<file path="src/rtl/uart_pkg.sv">
// uart_pkg
//   Shared constants and helpers for the UART FIFO core:
//   - parity-mode codes (none / odd / even)
//   - FSM state encodings used by both the transmitter and the receiver
//   - uart_divisor(): clock cycles per 16x oversampling tick
//   - parity_bit(): parity bit for a character, computed over data bits only
package uart_pkg;

  localparam int PARITY_NONE = 0;
  localparam int PARITY_ODD  = 1;
  localparam int PARITY_EVEN = 2;

  localparam logic [2:0] ST_IDLE   = 3'd0;
  localparam logic [2:0] ST_START  = 3'd1;
  localparam logic [2:0] ST_DATA   = 3'd2;
  localparam logic [2:0] ST_PARITY = 3'd3;
  localparam logic [2:0] ST_STOP   = 3'd4;

  // Rounded clk_freq / (16 * baud), never below one cycle per tick.
  function automatic int uart_divisor(input int clk_freq, input int baud);
    int d;
    d = (clk_freq + 8 * baud) / (16 * baud);
    if (d < 1) d = 1;
    return d;
  endfunction

  // Characters narrower than 8 bits are zero-extended by the caller; the
  // extra zeros do not change the XOR.
  function automatic logic parity_bit(input logic [7:0] data, input int mode);
    logic p;
    case (mode)
      PARITY_ODD:  p = ~(^data);
      PARITY_EVEN: p = ^data;
      default:     p = 1'b0;
    endcase
    return p;
  endfunction

endpackage

</file>
<file path="src/rtl/uart_fifo.sv">
// uart_fifo
//   First-word-fall-through synchronous FIFO.
//   Ports:
//     clk, rst      system clock, asynchronous active-low reset
//     wr, wdata     push strobe and data (ignored when full, unless popping)
//     rd            pop strobe (ignored when empty)
//     rdata         head entry, valid whenever empty=0, zero when empty
//     full, empty   occupancy flags
module uart_fifo #(
  parameter int WIDTH = 8,
  parameter int DEPTH = 16
) (
  input  logic             clk,
  input  logic             rst,
  input  logic             wr,
  input  logic [WIDTH-1:0] wdata,
  input  logic             rd,
  output logic [WIDTH-1:0] rdata,
  output logic             full,
  output logic             empty
);

  localparam int AW = $clog2(DEPTH);

  logic [WIDTH-1:0] mem [DEPTH];
  logic [AW:0]      wr_ptr;
  logic [AW:0]      rd_ptr;
  logic             do_wr;
  logic             do_rd;

  // Pointers carry one extra wrap bit so full and empty are distinguishable.
  assign empty = (wr_ptr == rd_ptr);
  assign full  = (wr_ptr[AW-1:0] == rd_ptr[AW-1:0]) && (wr_ptr[AW] != rd_ptr[AW]);
  assign do_rd = rd && !empty;
  // A pop in the same cycle frees the slot, so a push on a full FIFO still lands.
  assign do_wr = wr && (!full || do_rd);
  assign rdata = empty ? '0 : mem[rd_ptr[AW-1:0]];

  always_ff @(posedge clk) begin
    if (do_wr) mem[wr_ptr[AW-1:0]] <= wdata;
  end

  always_ff @(posedge clk or negedge rst) begin
    if (!rst) begin
      wr_ptr <= '0;
      rd_ptr <= '0;
    end else begin
      if (do_wr) wr_ptr <= wr_ptr + (AW+1)'(1);
      if (do_rd) rd_ptr <= rd_ptr + (AW+1)'(1);
    end
  end

endmodule

</file>
<file path="src/rtl/uart_fifo_core.sv">
// uart_fifo_core
//   UART transmitter and receiver, each buffered by a FIFO.
//   Ports:
//     clk, rst                  system clock, asynchronous active-low reset
//     tx_data, tx_wr, tx_full   TX FIFO push side
//     rx_data, rx_rd, rx_empty  RX FIFO pop side (first-word-fall-through)
//     uart_rxd, uart_txd        serial line in / out
//     parity_err, frame_err,
//     overrun                   sticky receive errors
//     err_clr                   clears all three error flags
module uart_fifo_core import uart_pkg::*; #(
  parameter int clk_freq       = 100000000,
  parameter int uart_baud_rate = 1152000,
  parameter int DATA_BITS      = 8,
  parameter int PARITY         = 0,
  parameter int STOP_BITS      = 1,
  parameter int FIFO_DEPTH     = 16
) (
  input  logic                 clk,
  input  logic                 rst,
  input  logic [DATA_BITS-1:0] tx_data,
  input  logic                 tx_wr,
  output logic                 tx_full,
  output logic [DATA_BITS-1:0] rx_data,
  input  logic                 rx_rd,
  output logic                 rx_empty,
  input  logic                 uart_rxd,
  output logic                 uart_txd,
  output logic                 parity_err,
  output logic                 frame_err,
  output logic                 overrun,
  input  logic                 err_clr
);

  localparam int               DIVISOR   = uart_divisor(clk_freq, uart_baud_rate);
  localparam int               DIV_W     = (DIVISOR > 1) ? $clog2(DIVISOR) : 1;
  localparam logic [DIV_W-1:0] DIV_LAST  = DIV_W'(DIVISOR - 1);
  localparam logic [2:0]       LAST_DATA = 3'(DATA_BITS - 1);
  localparam logic [2:0]       LAST_STOP = 3'(STOP_BITS - 1);

  // ---------------- transmitter ----------------
  logic [2:0]           tx_state;
  logic [DIV_W-1:0]     tx_div_cnt;
  logic [3:0]           tx_tick_cnt;
  logic [2:0]           tx_bit_cnt;
  logic [DATA_BITS-1:0] tx_shreg;
  logic                 tx_par;
  logic                 tx_tick;
  logic                 tx_bit_done;
  logic                 tx_pop;
  logic                 tx_fifo_empty;
  logic [DATA_BITS-1:0] tx_fifo_rdata;

  uart_fifo #(.WIDTH(DATA_BITS), .DEPTH(FIFO_DEPTH)) u_tx_fifo (
    .clk   (clk),
    .rst   (rst),
    .wr    (tx_wr),
    .wdata (tx_data),
    .rd    (tx_pop),
    .rdata (tx_fifo_rdata),
    .full  (tx_full),
    .empty (tx_fifo_empty)
  );

  assign tx_tick     = (tx_state != ST_IDLE) && (tx_div_cnt == DIV_LAST);
  assign tx_bit_done = tx_tick && (tx_tick_cnt == 4'd15);
  // Load the next character either from idle or straight out of the last
  // stop bit, which keeps consecutive frames gap-free.
  assign tx_pop = !tx_fifo_empty &&
                  ((tx_state == ST_IDLE) ||
                   ((tx_state == ST_STOP) && tx_bit_done && (tx_bit_cnt == LAST_STOP)));

  // Tick counters are held at zero in idle so every frame starts on a fresh
  // bit phase.
  always_ff @(posedge clk or negedge rst) begin
    if (!rst) begin
      tx_state    <= ST_IDLE;
      tx_div_cnt  <= '0;
      tx_tick_cnt <= '0;
      tx_bit_cnt  <= '0;
      tx_shreg    <= '0;
      tx_par      <= 1'b0;
    end else begin
      if (tx_state == ST_IDLE) begin
        tx_div_cnt  <= '0;
        tx_tick_cnt <= '0;
      end else if (tx_tick) begin
        tx_div_cnt  <= '0;
        tx_tick_cnt <= tx_tick_cnt + 4'd1;
      end else begin
        tx_div_cnt  <= tx_div_cnt + DIV_W'(1);
      end

      if (tx_pop) begin
        tx_shreg   <= tx_fifo_rdata;
        tx_par     <= parity_bit(8'(tx_fifo_rdata), PARITY);
        tx_bit_cnt <= '0;
        tx_state   <= ST_START;
      end else if (tx_bit_done) begin
        case (tx_state)
          ST_START: begin
            tx_state   <= ST_DATA;
            tx_bit_cnt <= '0;
          end
          ST_DATA: begin
            tx_shreg <= tx_shreg >> 1;
            if (tx_bit_cnt == LAST_DATA) begin
              tx_bit_cnt <= '0;
              tx_state   <= (PARITY != PARITY_NONE) ? ST_PARITY : ST_STOP;
            end else begin
              tx_bit_cnt <= tx_bit_cnt + 3'd1;
            end
          end
          ST_PARITY: begin
            tx_state   <= ST_STOP;
            tx_bit_cnt <= '0;
          end
          ST_STOP: begin
            if (tx_bit_cnt == LAST_STOP) tx_state   <= ST_IDLE;
            else                         tx_bit_cnt <= tx_bit_cnt + 3'd1;
          end
          default: tx_state <= ST_IDLE;
        endcase
      end
    end
  end

  // Registered line driver: the line trails the state by one cycle, so the
  // start bit appears two cycles after a write into an idle transmitter.
  always_ff @(posedge clk or negedge rst) begin
    if (!rst) begin
      uart_txd <= 1'b1;
    end else begin
      case (tx_state)
        ST_START:  uart_txd <= 1'b0;
        ST_DATA:   uart_txd <= tx_shreg[0];
        ST_PARITY: uart_txd <= tx_par;
        default:   uart_txd <= 1'b1;
      endcase
    end
  end

  // ---------------- receiver ----------------
  logic                 rxd_meta;
  logic                 rxd_sync;
  logic                 rxd_prev;
  logic [2:0]           rx_state;
  logic [DIV_W-1:0]     rx_div_cnt;
  logic [3:0]           rx_tick_cnt;
  logic [2:0]           rx_bit_cnt;
  logic [DATA_BITS-1:0] rx_shreg;
  logic                 rx_par_pend;
  logic                 rx_wait_high;
  logic                 rx_sample;
  logic                 rx_stop_ok;
  logic                 rx_stop_bad;
  logic                 rx_fifo_full;

  always_ff @(posedge clk or negedge rst) begin
    if (!rst) begin
      rxd_meta <= 1'b1;
      rxd_sync <= 1'b1;
      rxd_prev <= 1'b1;
    end else begin
      rxd_meta <= uart_rxd;
      rxd_sync <= rxd_meta;
      rxd_prev <= rxd_sync;
    end
  end

  // Every decision is taken on the 8th tick of a bit period, i.e. mid-bit.
  assign rx_sample   = (rx_state != ST_IDLE) && (rx_div_cnt == DIV_LAST) &&
                       (rx_tick_cnt == 4'd7);
  assign rx_stop_ok  = (rx_state == ST_STOP) && !rx_wait_high && rx_sample && rxd_sync;
  assign rx_stop_bad = (rx_state == ST_STOP) && !rx_wait_high && rx_sample && !rxd_sync;

  uart_fifo #(.WIDTH(DATA_BITS), .DEPTH(FIFO_DEPTH)) u_rx_fifo (
    .clk   (clk),
    .rst   (rst),
    .wr    (rx_stop_ok),
    .wdata (rx_shreg),
    .rd    (rx_rd),
    .rdata (rx_data),
    .full  (rx_fifo_full),
    .empty (rx_empty)
  );

  // After a bad stop bit the FSM parks in STOP (rx_wait_high) until the line
  // idles, so a held-low line cannot fake a new start bit.
  always_ff @(posedge clk or negedge rst) begin
    if (!rst) begin
      rx_state     <= ST_IDLE;
      rx_div_cnt   <= '0;
      rx_tick_cnt  <= '0;
      rx_bit_cnt   <= '0;
      rx_shreg     <= '0;
      rx_par_pend  <= 1'b0;
      rx_wait_high <= 1'b0;
    end else begin
      if (rx_state == ST_IDLE) begin
        rx_div_cnt  <= '0;
        rx_tick_cnt <= '0;
      end else if (rx_div_cnt == DIV_LAST) begin
        rx_div_cnt  <= '0;
        rx_tick_cnt <= rx_tick_cnt + 4'd1;
      end else begin
        rx_div_cnt  <= rx_div_cnt + DIV_W'(1);
      end

      case (rx_state)
        ST_IDLE: begin
          if (rxd_prev && !rxd_sync) begin
            rx_state     <= ST_START;
            rx_par_pend  <= 1'b0;
            rx_wait_high <= 1'b0;
          end
        end
        ST_START: begin
          if (rx_sample) begin
            if (rxd_sync) begin
              rx_state <= ST_IDLE;
            end else begin
              rx_state   <= ST_DATA;
              rx_bit_cnt <= '0;
            end
          end
        end
        ST_DATA: begin
          if (rx_sample) begin
            rx_shreg <= {rxd_sync, rx_shreg[DATA_BITS-1:1]};
            if (rx_bit_cnt == LAST_DATA) begin
              rx_bit_cnt <= '0;
              rx_state   <= (PARITY != PARITY_NONE) ? ST_PARITY : ST_STOP;
            end else begin
              rx_bit_cnt <= rx_bit_cnt + 3'd1;
            end
          end
        end
        ST_PARITY: begin
          if (rx_sample) begin
            rx_par_pend <= (rxd_sync != parity_bit(8'(rx_shreg), PARITY));
            rx_state    <= ST_STOP;
          end
        end
        ST_STOP: begin
          if (rx_wait_high) begin
            if (rxd_sync) begin
              rx_wait_high <= 1'b0;
              rx_state     <= ST_IDLE;
            end
          end else if (rx_sample) begin
            if (rxd_sync) rx_state     <= ST_IDLE;
            else          rx_wait_high <= 1'b1;
          end
        end
        default: rx_state <= ST_IDLE;
      endcase
    end
  end

  // Sticky error flags; a set in the same cycle as err_clr wins.
  always_ff @(posedge clk or negedge rst) begin
    if (!rst) begin
      parity_err <= 1'b0;
      frame_err  <= 1'b0;
      overrun    <= 1'b0;
    end else begin
      parity_err <= (rx_stop_ok && rx_par_pend) || (parity_err && !err_clr);
      frame_err  <= rx_stop_bad || (frame_err && !err_clr);
      overrun    <= (rx_stop_ok && rx_fifo_full && !rx_rd) || (overrun && !err_clr);
    end
  end

endmodule

</file>
<file path="config.mk">
export PLATFORM = sky130hd
export DESIGN_NAME = uart_fifo_core
export DESIGN_NICKNAME = d
export VERILOG_FILES = /design/src/rtl/uart_pkg.sv /design/src/rtl/uart_fifo.sv /design/src/rtl/uart_fifo_core.sv
export SDC_FILE = /design/constraint.sdc
export NUM_CORES = 1
export LEC_CHECK = 0
export BUFFER_PORTS_ARGS = -buffer_cell sky130_fd_sc_hd__buf_4
export CAP_MARGIN = 15
export CORE_MARGIN = 8
export CORE_UTILIZATION = 58
export DETAILED_ROUTE_END_ITERATION = 8
export PLACE_DENSITY = 0.81
export SETUP_SLACK_MARGIN = 0.3
export SLEW_MARGIN = 20
export SYNTH_ARGS = -nofsm -noshare
export SYNTH_HDL_FRONTEND = slang
export SYNTH_SLANG_ARGS = --single-unit
</file>
<file path="constraint.sdc">
create_clock -name clk -period 2.9 [get_ports clk]
set_clock_uncertainty 0.15 [all_clocks]
set_input_delay 0.29 -clock clk [delete_from_list [all_inputs] [get_ports clk]]
set_output_delay 0.29 -clock clk [all_outputs]
set_load 0.05 [all_outputs]
</file>
==> results of run 1 <==
-- sequential cells by signal, summed over array words and instances, names as in the netlist, 4 cells and up --
name,count
u_tx_fifo.rd_ptr,5
u_tx_fifo.wr_ptr,5
u_rx_fifo.rd_ptr,5
u_tx_fifo.mem,128
rx_shreg,8
tx_shreg,8
rx_tick_cnt,4
u_rx_fifo.wr_ptr,5
tx_tick_cnt,4
u_rx_fifo.mem,128
-- cell families (layout without fill, tap and decap cells) --
logic type / count (synthesis) / after routing
muxes: 92 / 92
and+or+nand+nor: 181 / 181
DFF: 327 / 327
adders and majority gates: 21 / 21
xor gates and xnor gates: 35 / 35
AOI/OAI and AO/OA: 53 / 54
buffers and inverters: 59 / 164
-- power by group through the flow --
stage | sequential, mW | combinational [mW] | clock, mW
6_report | 5.79 | 3.81 | 4.32
5_1_grt | 5.84 | 4.07 | 4.57
4_1_cts | 5.79 | 3.79 | 4.35
3_5_place_dp | 5.87 | 3.17 | 0
3_3_place_gp | 5.85 | 3.06 | 0
2_1_floorplan | 5.70 | 2.52 | 0
-- final timing paths --
| path | end | start | slack, ps | depth (start not counted) |
|---|---|---|---|---|
| worst min-delay path | rxd_sync | rxd_meta | 210 | 0 |
| max in group asynchronous | u_rx_fifo.rd_ptr[0] | rst | 1700 | 2 |
| worst max-delay path | rx_data[3] | u_rx_fifo.rd_ptr[0] | -200 | 7 |
| min in group asynchronous | tx_div_cnt[1] | rst | 250 | 2 |
| worst min register to register | rxd_sync | rxd_meta | 210 | 0 |
| worst max register to register | u_rx_fifo.mem[2][5] | u_rx_fifo.rd_ptr[0] | 240 | 11 |
-- routing by layer --
layer	vias up	part of all wire, %	GRT usage [%]
li1	3150	-	-
met1	3774	38	24.6
met2	268	53	36.9
met3	73	5.0	2.97
met4	2	4.3	7.96
met5	-	0.045	0
-- stage by stage --
step,setup TNS [ps],hold WS [ps],worst slack (ps)
after floorplan,0,-156,324
after global placement,0,196,369
after detailed placement,0,203,305
after CTS,-1200,3.25,-166
after global routing,-1780,209,-267
final,-1290,208,-199
-- timing repair --
item                                    CTS  global route
pin swaps                                13            12
hold buffers                             12             1
resized for setup                        81            34
buffers inserted                          8             3
endpoints found under the hold margin   200             1
endpoints found under the setup margin   33           250
gates cloned                              6             1
-- layout make-up --
cell class	instances	area (µm²)
flip-flops and latches	327	9470
fillers	1329	6760
multi-input cells	383	3960
repair buffers	88	997
clock buffers	35	791
well taps	285	357
clock inverters	21	303
inverters	20	75.1
-- placed cells by master (no fill, tap or decap), types with 8 or more instances in the layout --
cell type	n
a22oi_1	12
nor2_4	12
nand3_1	8
mux4_2	73
xnor2_1	23
mux2i_1	14
edfxtp_1	256
ha_1	21
nor2b_1	9
o21ai_1	11
dfrtp_1	65
buf_6	19
buf_4	38
nand2_1	53
nor2_1	29
clkbuf_16	32
inv_1	18
dlygate4sd3_1	13
and3_2	10
xor2_1	11
==> impl_metrics.csv, run 1 <==
group,metric,value,unit
power,power_frac_comb,27.4,%
worst_setup_path,cp-end-kind,"primary output",
drt,via_count,7267,
placed_design,place_inst,1072,
synthesis,synth_commonest_cells,"256 x edfxtp_1, 73 x mux4_2, 67 x dfrtp_1",
clock_network,cts_buffers,31,
power,swShare,28.9,%
grt,overflow,0,
timing,slew_headroom,40.1,%
floorplanning,io_pins,28,
timing,rsz0062_at_grt,"true",
cells_and_area,area_growth,18.8,%
worst_setup_path,path_buf_inv,4,
timing,hold_violations,0,
synthesis,synthArstFlopShare,21.7,%
status,outcome,"complete, but fails checks",
power,switchingPower,4.02,mW
power,p_per_area,873,nW/µm²
floorplanning,rows,55,
placed_design,portBuffers,27,
clock_network,cts_root_buf,"clkbuf_16",
cells_and_area,fin_cells,1159,
synthesis,synth_edf_count,256,
floorplanning,start_util,59.1,%
worst_setup_path,critPathKind,"reg -> out",
floorplanning,core,22700,µm²
synthesis,synth_top_area_share,57.3,%
placed_design,dpl.hpwl,16700,µm
drt,first_pass_iters,5,
timing,period_share,107,%
floorplanning,die_w,168,µm
clock_network,clk_pin_slew,60,ps
synthesis,synth_compound_area_share,2.76,%
worst_setup_path,crit_chain,"buf_6, buf_6, buf_16, mux4_2, mux4_2, nor2b_4, buf_8",
cells_and_area,drive_above_1_share,29.2,%
synthesis,synthXorXnorAreaFrac,2.28,%
synthesis,synth_ff_type,"edfxtp_1",
timing,slew_violations,0,
timing,setup_viol,8,
clock_network,insertion_delay,560,ps
grt,grt_pass1_wl,44400,µm
clock_network,htreeDepth,1,
synthesis,synthSimpleGateAreaFrac,6.68,%
worst_setup_path,start_kind,"register",
floorplanning,die_area,28300,µm²
cells_and_area,fin_nets,886,
synthesis,syn_avg_cell_area,17.5,µm²
synthesis,yosysWarnings,0,
power,total_power,13.9,mW
drt,drt-initial-drc-count,603,
status,failed_checks,"negative setup slack",
run,cap_violations,0,
synthesis,netlist_area,13400,µm²
synthesis,synth_cell_types,57,
timing,tightest_slew,898,ps
worst_setup_path,crit_fanout,5,
drt,route.detailed.drc,0,
placed_design,place.gp.congestion,0.842,
synthesis,yosysMostFrequentCell,"edfxtp_1",
drt,viasPerCell,6.27,
worst_setup_path,crit_required,2460,ps
power,clockPowerShare,31.0,%
floorplanning,die_y,168,µm
drt,antenna_left,0,
timing,period_needed,3100,ps
cells_and_area,antennaDiodeCount,0,
timing,fmaxAchievable,323,MHz
clock_network,cts_tree,"built",
cells_and_area,post-route-cell-area,15900,µm²
hold_path,hp-class,"reg -> reg",
worst_setup_path,critPathArrivalTime,2660,ps
placed_design,detailed_place.area,14000,µm²
grt,antenna_found_initial,1,
cells_and_area,postLayoutCoreUtil,70.2,%
synthesis,yosysSeqAreaShare,70.5,%
synthesis,synthMuxAreaShare,13.7,%
clock_network,clock_sinks,327,
drt,post_drt_wl_per_cell,25.0,µm
timing,setup_slack,-199,ps
synthesis,synth_top_family_by_area,"multiplexers",
synthesis,synth_cells,768,
grt,track_usage,20.5,%
clock_network,clk_path_buf_depth,3,
grt,grt_max_degree,72,
synthesis,synthTopCellsByArea,"edfxtp_1 57%, dfrtp_1 12%, mux4_2 12%",
drt,wirelength,29000,µm
worst_setup_path,slowest_delay,570,ps
worst_setup_path,critical-path-top-delay-family,"multiplexers",
worst_setup_path,cp_slowest_cell,"mux4_2",
power,p_seq_share,41.6,%
synthesis,synth_top_area_cell,"edfxtp_1",
power,p_leak,5.97,nW
synthesis,synth_nets,803,
synthesis,synthAdderAreaFrac,1.96,%
power,ir_worst_vdd,0.619,mV
grt,first_global_vias,7665,
synthesis,ys_ff_latch,327,
power,intPower,9.90,mW
Note: power is estimated with default switching activity, not from simulation.
==> inputs of run 2 (changes only) <==
Settings changed: CORE_ASPECT_RATIO set to 0.5, CTS_CLUSTER_SIZE set to 25.
==> run 2 against run 1 <==
The run still ends with negative setup slack left. Clock-buffer cell count up 6. Maximum frequency grew 2.6%. Non-clock buffer count up 11. Total power down 5.0%. Clock power is 13% lower. First-iteration DRC count is 7.5% higher. Combinational power down 3%. Sequential cell count stayed put. Worst hold slack improved by 2.0 ps. Global-route usage is 0.61 points lower. Critical path type unchanged. Highest routed layer is now met4.
==> impl_metrics.csv, run 2 (synthesis results as in run 1) <==
group,metric,value,unit
drt,met2_wirelength,14900,µm
placed_design,place.gp.congestion,0.823,
floorplanning,die_area,28600,µm²
clock_network,clk_path_buf_depth,3,
power,swShare,29.5,%
grt,first_global_vias,7351,
power,p_per_area,850,nW/µm²
grt,grt_max_degree,72,
power,p_seq_share,43.6,%
status,outcome,"complete, but fails checks",
cells_and_area,drive_above_1_share,25.7,%
cells_and_area,area_growth,15.9,%
floorplanning,die_w,231,µm
worst_setup_path,start_kind,"register",
status,failed_checks,"negative setup slack",
timing,slew_violations,0,
clock_network,cts_buffers,28,
drt,wl_met1,11100,µm
grt,antenna_found_initial,0,
floorplanning,rows,39,
floorplanning,core,22800,µm²
worst_setup_path,cp-end-kind,"primary output",
floorplanning,io_pins,28,
power,switchingPower,3.90,mW
clock_network,insertion_delay,550,ps
clock_network,cts_root_buf,"clkbuf_16",
worst_setup_path,cp-startpoint,"u_rx_fifo.rd_ptr[0]",
timing,setup_viol,8,
worst_setup_path,rr_startpoint,"u_rx_fifo.rd_ptr[0]",
hold_path,hp-class,"reg -> reg",
cells_and_area,fin_nets,893,
cells_and_area,layout_common_cells,"256 x edfxtp_1, 73 x mux4_2, 66 x buf_4",
hold_path,hold_start,"rxd_meta",
drt,route.detailed.drc,0,
drt,antenna_left,0,
timing,rsz0062_at_grt,"true",
power,clockPowerShare,28.4,%
drt,via_count,7157,
power,ir_worst_vdd,0.647,mV
run,cap_violations,0,
grt,grt_pass1_wl,43100,µm
clock_network,clk_pin_slew,70,ps
placed_design,pre_cts_slack,238,ps
worst_setup_path,crit_fanout,8,
drt,post_drt_wl_per_cell,24.1,µm
clock_network,htreeDepth,1,
worst_setup_path,critPathKind,"reg -> out",
drt,drt-initial-drc-count,648,
grt,overflow,0,
drt,top_layer_used,"met4",
timing,fmaxAchievable,331,MHz
power,p_leak,5.88,nW
floorplanning,start_util,58.9,%
timing,period_share,104,%
timing,tightest_slew,898,ps
grt,track_usage,19.9,%
drt,met3_length,1860,µm
timing,period_needed,3020,ps
placed_design,portBuffers,27,
drt,viasPerCell,6.03,
power,power_frac_comb,27.9,%
cells_and_area,final_common_cell,"edfxtp_1",
clock_network,clock_sinks,327,
drt,wirelength,28600,µm
timing,setup_slack,-119,ps
timing,slew_headroom,40.2,%
drt,first_pass_iters,5,
placed_design,dpl.hpwl,17100,µm
power,total_power,13.2,mW
worst_setup_path,critPathArrivalTime,2580,ps
worst_setup_path,crit_required,2460,ps
cells_and_area,fillerInstances,1399,
floorplanning,die_y,124,µm
power,intPower,9.32,mW
cells_and_area,antennaDiodeCount,0,
clock_network,cts_tree,"built",
cells_and_area,multi_input_area,3770,µm²
cells_and_area,area.sequential,9470,µm²
timing,hold_violations,0,
==> run 2: area by class of cell <==
class                           instances  share of cell area, %
Clock buffer                           41                   5.21
Clock inverter                         11                  0.651
Multi-Input combinational cell        382                   24.3
Inverter                               20                  0.483
Sequential cell                       327                   60.9
Tap cell                              307                   2.47
Timing Repair Buffer                   99                   6.05
==> run 2: metal layers <==
layer,up-vias,track usage (%)
met5,-,0
met4,0,5.99
met3,60,3.14
met2,276,36.2
met1,3675,24.9
li1,3146,-
==> run 2: critical path: stages, from the launching register on <==
cell     delay (ps)
dfrtp_2         390
buf_6           110
buf_12          130
mux4_2          560
mux4_2          530
nor2b_4         150
buf_6           140
==> run 2: power groups by stage <==
stage | sequential (mW) | combinational (mW) | clock, mW
after floorplan | 5.70 | 2.52 | 0
after global placement | 5.85 | 3.17 | 0
after detailed placement | 5.87 | 3.26 | 0
after CTS | 5.76 | 3.60 | 3.78
after global routing | 5.81 | 3.96 | 3.98
final | 5.77 | 3.69 | 3.76
==> run 2: final timing paths <==
| check | end | slack [ps] | depth (start not counted) |
|---|---|---|---|
| worst max-delay path | rx_data[0] | -120 | 6 |
| min in group asynchronous | u_tx_fifo.wr_ptr[0] | 250 | 2 |
| max in group asynchronous | u_rx_fifo.rd_ptr[0] | 1710 | 2 |
| worst min register to register | rxd_sync | 210 | 0 |
| worst min-delay path | rxd_sync | 210 | 0 |
| worst max register to register | u_rx_fifo.mem[7][4] | 370 | 10 |
==> run 2: through the flow <==
step / std cells / hold slack, ps / TNS (ps) / util (%) / area, µm²
after global placement: 1110 / 198 / 0 / 62.4 / 14200
after detailed placement: 1110 / 203 / 0 / 62.4 / 14200
after CTS: 1185 / 213 / -797 / 67.8 / 15400
after floorplan: 768 / -156 / 0 / - / 13400
after global routing: 1187 / 213 / -1290 / 68.3 / 15600
final: 1187 / 210 / -750 / 68.3 / 15600
==> run 2: timing repair <==
item,CTS,global route
pin swaps,2,4
gates cloned,2,1
endpoints found under the setup margin,121,245
setup buffers,8,1
hold endpoints to repair,199,0
gates resized for setup,18,22
hold buffers,13,0
==> inputs of run 3 (changes only) <==
Settings changed: RECOVER_POWER set to 50.
==> run 3 against run 2 <==
The run ends with max-capacitance violations, max-slew violations, negative setup slack left. Critical path depth is the same. Sequential power is essentially flat. Clock-buffer cell count is the same. Worst hold slack gained 5.3 ps. Non-clock buffer count is the same. Core utilization shrank 0.16 points. Register-to-register slack is essentially flat.
==> impl_metrics.csv, run 3 (synthesis results as in run 1) <==
group,metric,value,unit
floorplanning,io_pins,28,
worst_setup_path,critPathArrivalTime,2580,ps
power,total_power,13.2,mW
drt,route.detailed.drc,0,
power,switchingPower,3.89,mW
cells_and_area,fillerInstances,1403,
timing,whs,216,ps
status,failed_checks,"max-capacitance violations, max-slew violations, negative setup slack",
worst_setup_path,start_kind,"register",
placed_design,portBuffers,27,
worst_setup_path,slowest_delay,560,ps
drt,via_count,7115,
timing,slew_violations,72,
timing,hold_violations,0,
timing,rsz0062_at_grt,"true",
worst_setup_path,critPathKind,"reg -> out",
timing,slew_headroom,-16.6,%
drt,post_drt_wl_per_cell,24.0,µm
power,ir_worst_vdd,0.646,mV
grt,busiest_layer,"met2",
clock_network,clock_sinks,327,
grt,first_global_vias,7351,
hold_path,hp-class,"reg -> reg",
status,outcome,"complete, but fails checks",
power,p_per_area,851,nW/µm²
timing,fmaxAchievable,331,MHz
timing,tightest_slew,1750,ps
power,p_leak,5.85,nW
power,swShare,29.5,%
cells_and_area,fin_nets,893,
grt,grt_pass1_wl,43100,µm
timing,period_share,104,%
clock_network,clk_pin_slew,70,ps
drt,wirelength,28500,µm
clock_network,cts_tree,"built",
cells_and_area,drive_above_1_share,24.5,%
worst_setup_path,cp-end-kind,"primary output",
grt,track_usage,19.9,%
cells_and_area,layout_common_cells,"256 x edfxtp_1, 73 x mux4_2, 65 x dfrtp_1",
cells_and_area,antennaDiodeCount,0,
clock_network,cts_root_buf,"clkbuf_16",
worst_setup_path,crit_required,2460,ps
floorplanning,core,22800,µm²
placed_design,dpl.hpwl,17100,µm
clock_network,clk_path_buf_depth,3,
clock_network,insertion_delay,550,ps
power,p_seq_share,43.7,%
cells_and_area,final_common_cell,"edfxtp_1",
drt,viasPerCell,5.99,
grt,antenna_found_initial,0,
floorplanning,start_util,58.9,%
drt,antenna_left,0,
cells_and_area,fin_cells,1187,
power,intPower,9.31,mW
power,clockPowerShare,28.4,%
floorplanning,die_area,28600,µm²
timing,period_needed,3020,ps
placed_design,place_inst,1110,
worst_setup_path,critical-path-top-delay-family,"multiplexers",
clock_network,htreeDepth,1,
grt,grt_use_met2,36.2,%
timing,setup_viol,8,
clock_network,cts_buffers,28,
cells_and_area,area_growth,15.6,%
run,cap_violations,1,
worst_setup_path,path_buf_inv,3,
grt,grt_max_degree,72,
worst_setup_path,crit_fanout,8,
power,power_frac_comb,27.9,%
grt,grtUsageMet3,3.14,%
placed_design,place.gp.congestion,0.823,
grt,use_met1,24.9,%
timing,setup_slack,-120,ps
drt,first_pass_iters,5,
drt,drt-initial-drc-count,627,
floorplanning,rows,39,
worst_setup_path,crit_chain,"buf_6, buf_12, mux4_2, mux4_2, nor2b_4, buf_6",
floorplanning,die_y,124,µm
floorplanning,die_w,231,µm
grt,overflow,0,
worst_setup_path,cp_slowest_cell,"mux4_2",
## run 3: cell count changes in the layout (fill, tap and decap cells not counted), sizes merged
cell    before  now
buf         85   75
clkbuf      42   52
## run 3: worst paths after layout
path                                     start                  end  slack, ps  cells after the start
max reg2reg                u_rx_fifo.rd_ptr[0]  u_rx_fifo.mem[7][6]        370                     10
min reg2reg                           rxd_meta             rxd_sync        220                      0
max                        u_rx_fifo.rd_ptr[0]           rx_data[0]       -120                      6
max in group asynchronous                  rst  u_rx_fifo.rd_ptr[0]        850                      2
min                                   rxd_meta             rxd_sync        220                      0
min in group asynchronous                  rst  u_tx_fifo.wr_ptr[0]        580                      2
## run 3: through the flow
stage	setup TNS (ps)	utilization [%]	area, µm²	setup WS, ps
5_1_grt	-1290	68.1	15500	-177
4_1_cts	-797	67.8	15400	-125
2_1_floorplan	0	-	13400	324
3_3_place_gp	0	62.4	14200	380
6_report	-755	68.1	15500	-120
3_5_place_dp	0	62.4	14200	238
## run 3: repair_timing
item / 4_1_cts / 5_1_grt
gates cloned: 2 / 1
endpoints found under the hold margin: 199 / 0
pin swaps: 2 / 4
resized for setup: 18 / 22
setup buffers: 8 / 1
hold buffers: 13 / 0
setup endpoints to repair: 121 / 245
## run 3: per-layer routing
layer	wire length, µm	vias up
met1	11100	3652
met2	14900	263
met4	731	0
li1	-	3144
met5	0	-
met3	1880	56
## run 3: cell type report
type	instances	area [µm²]	share of cell area, %
inverters	20	75.1	0.484
multi-input cells	382	3770	24.3
clock buffers	41	811	5.22
repair buffers	99	908	5.85
well taps	307	384	2.48
flip-flops and latches	327	9470	61.0
clock inverters	11	101	0.653
## run 3: power groups by stage
stage          clock network (mW)  registers (mW)  logic (mW)
3_3_place_gp                    0            5.85        3.17
6_report                     3.75            5.77        3.68
2_1_floorplan                   0            5.70        2.52
5_1_grt                      3.98            5.81        3.95
3_5_place_dp                    0            5.87        3.26
4_1_cts                      3.78            5.76        3.60
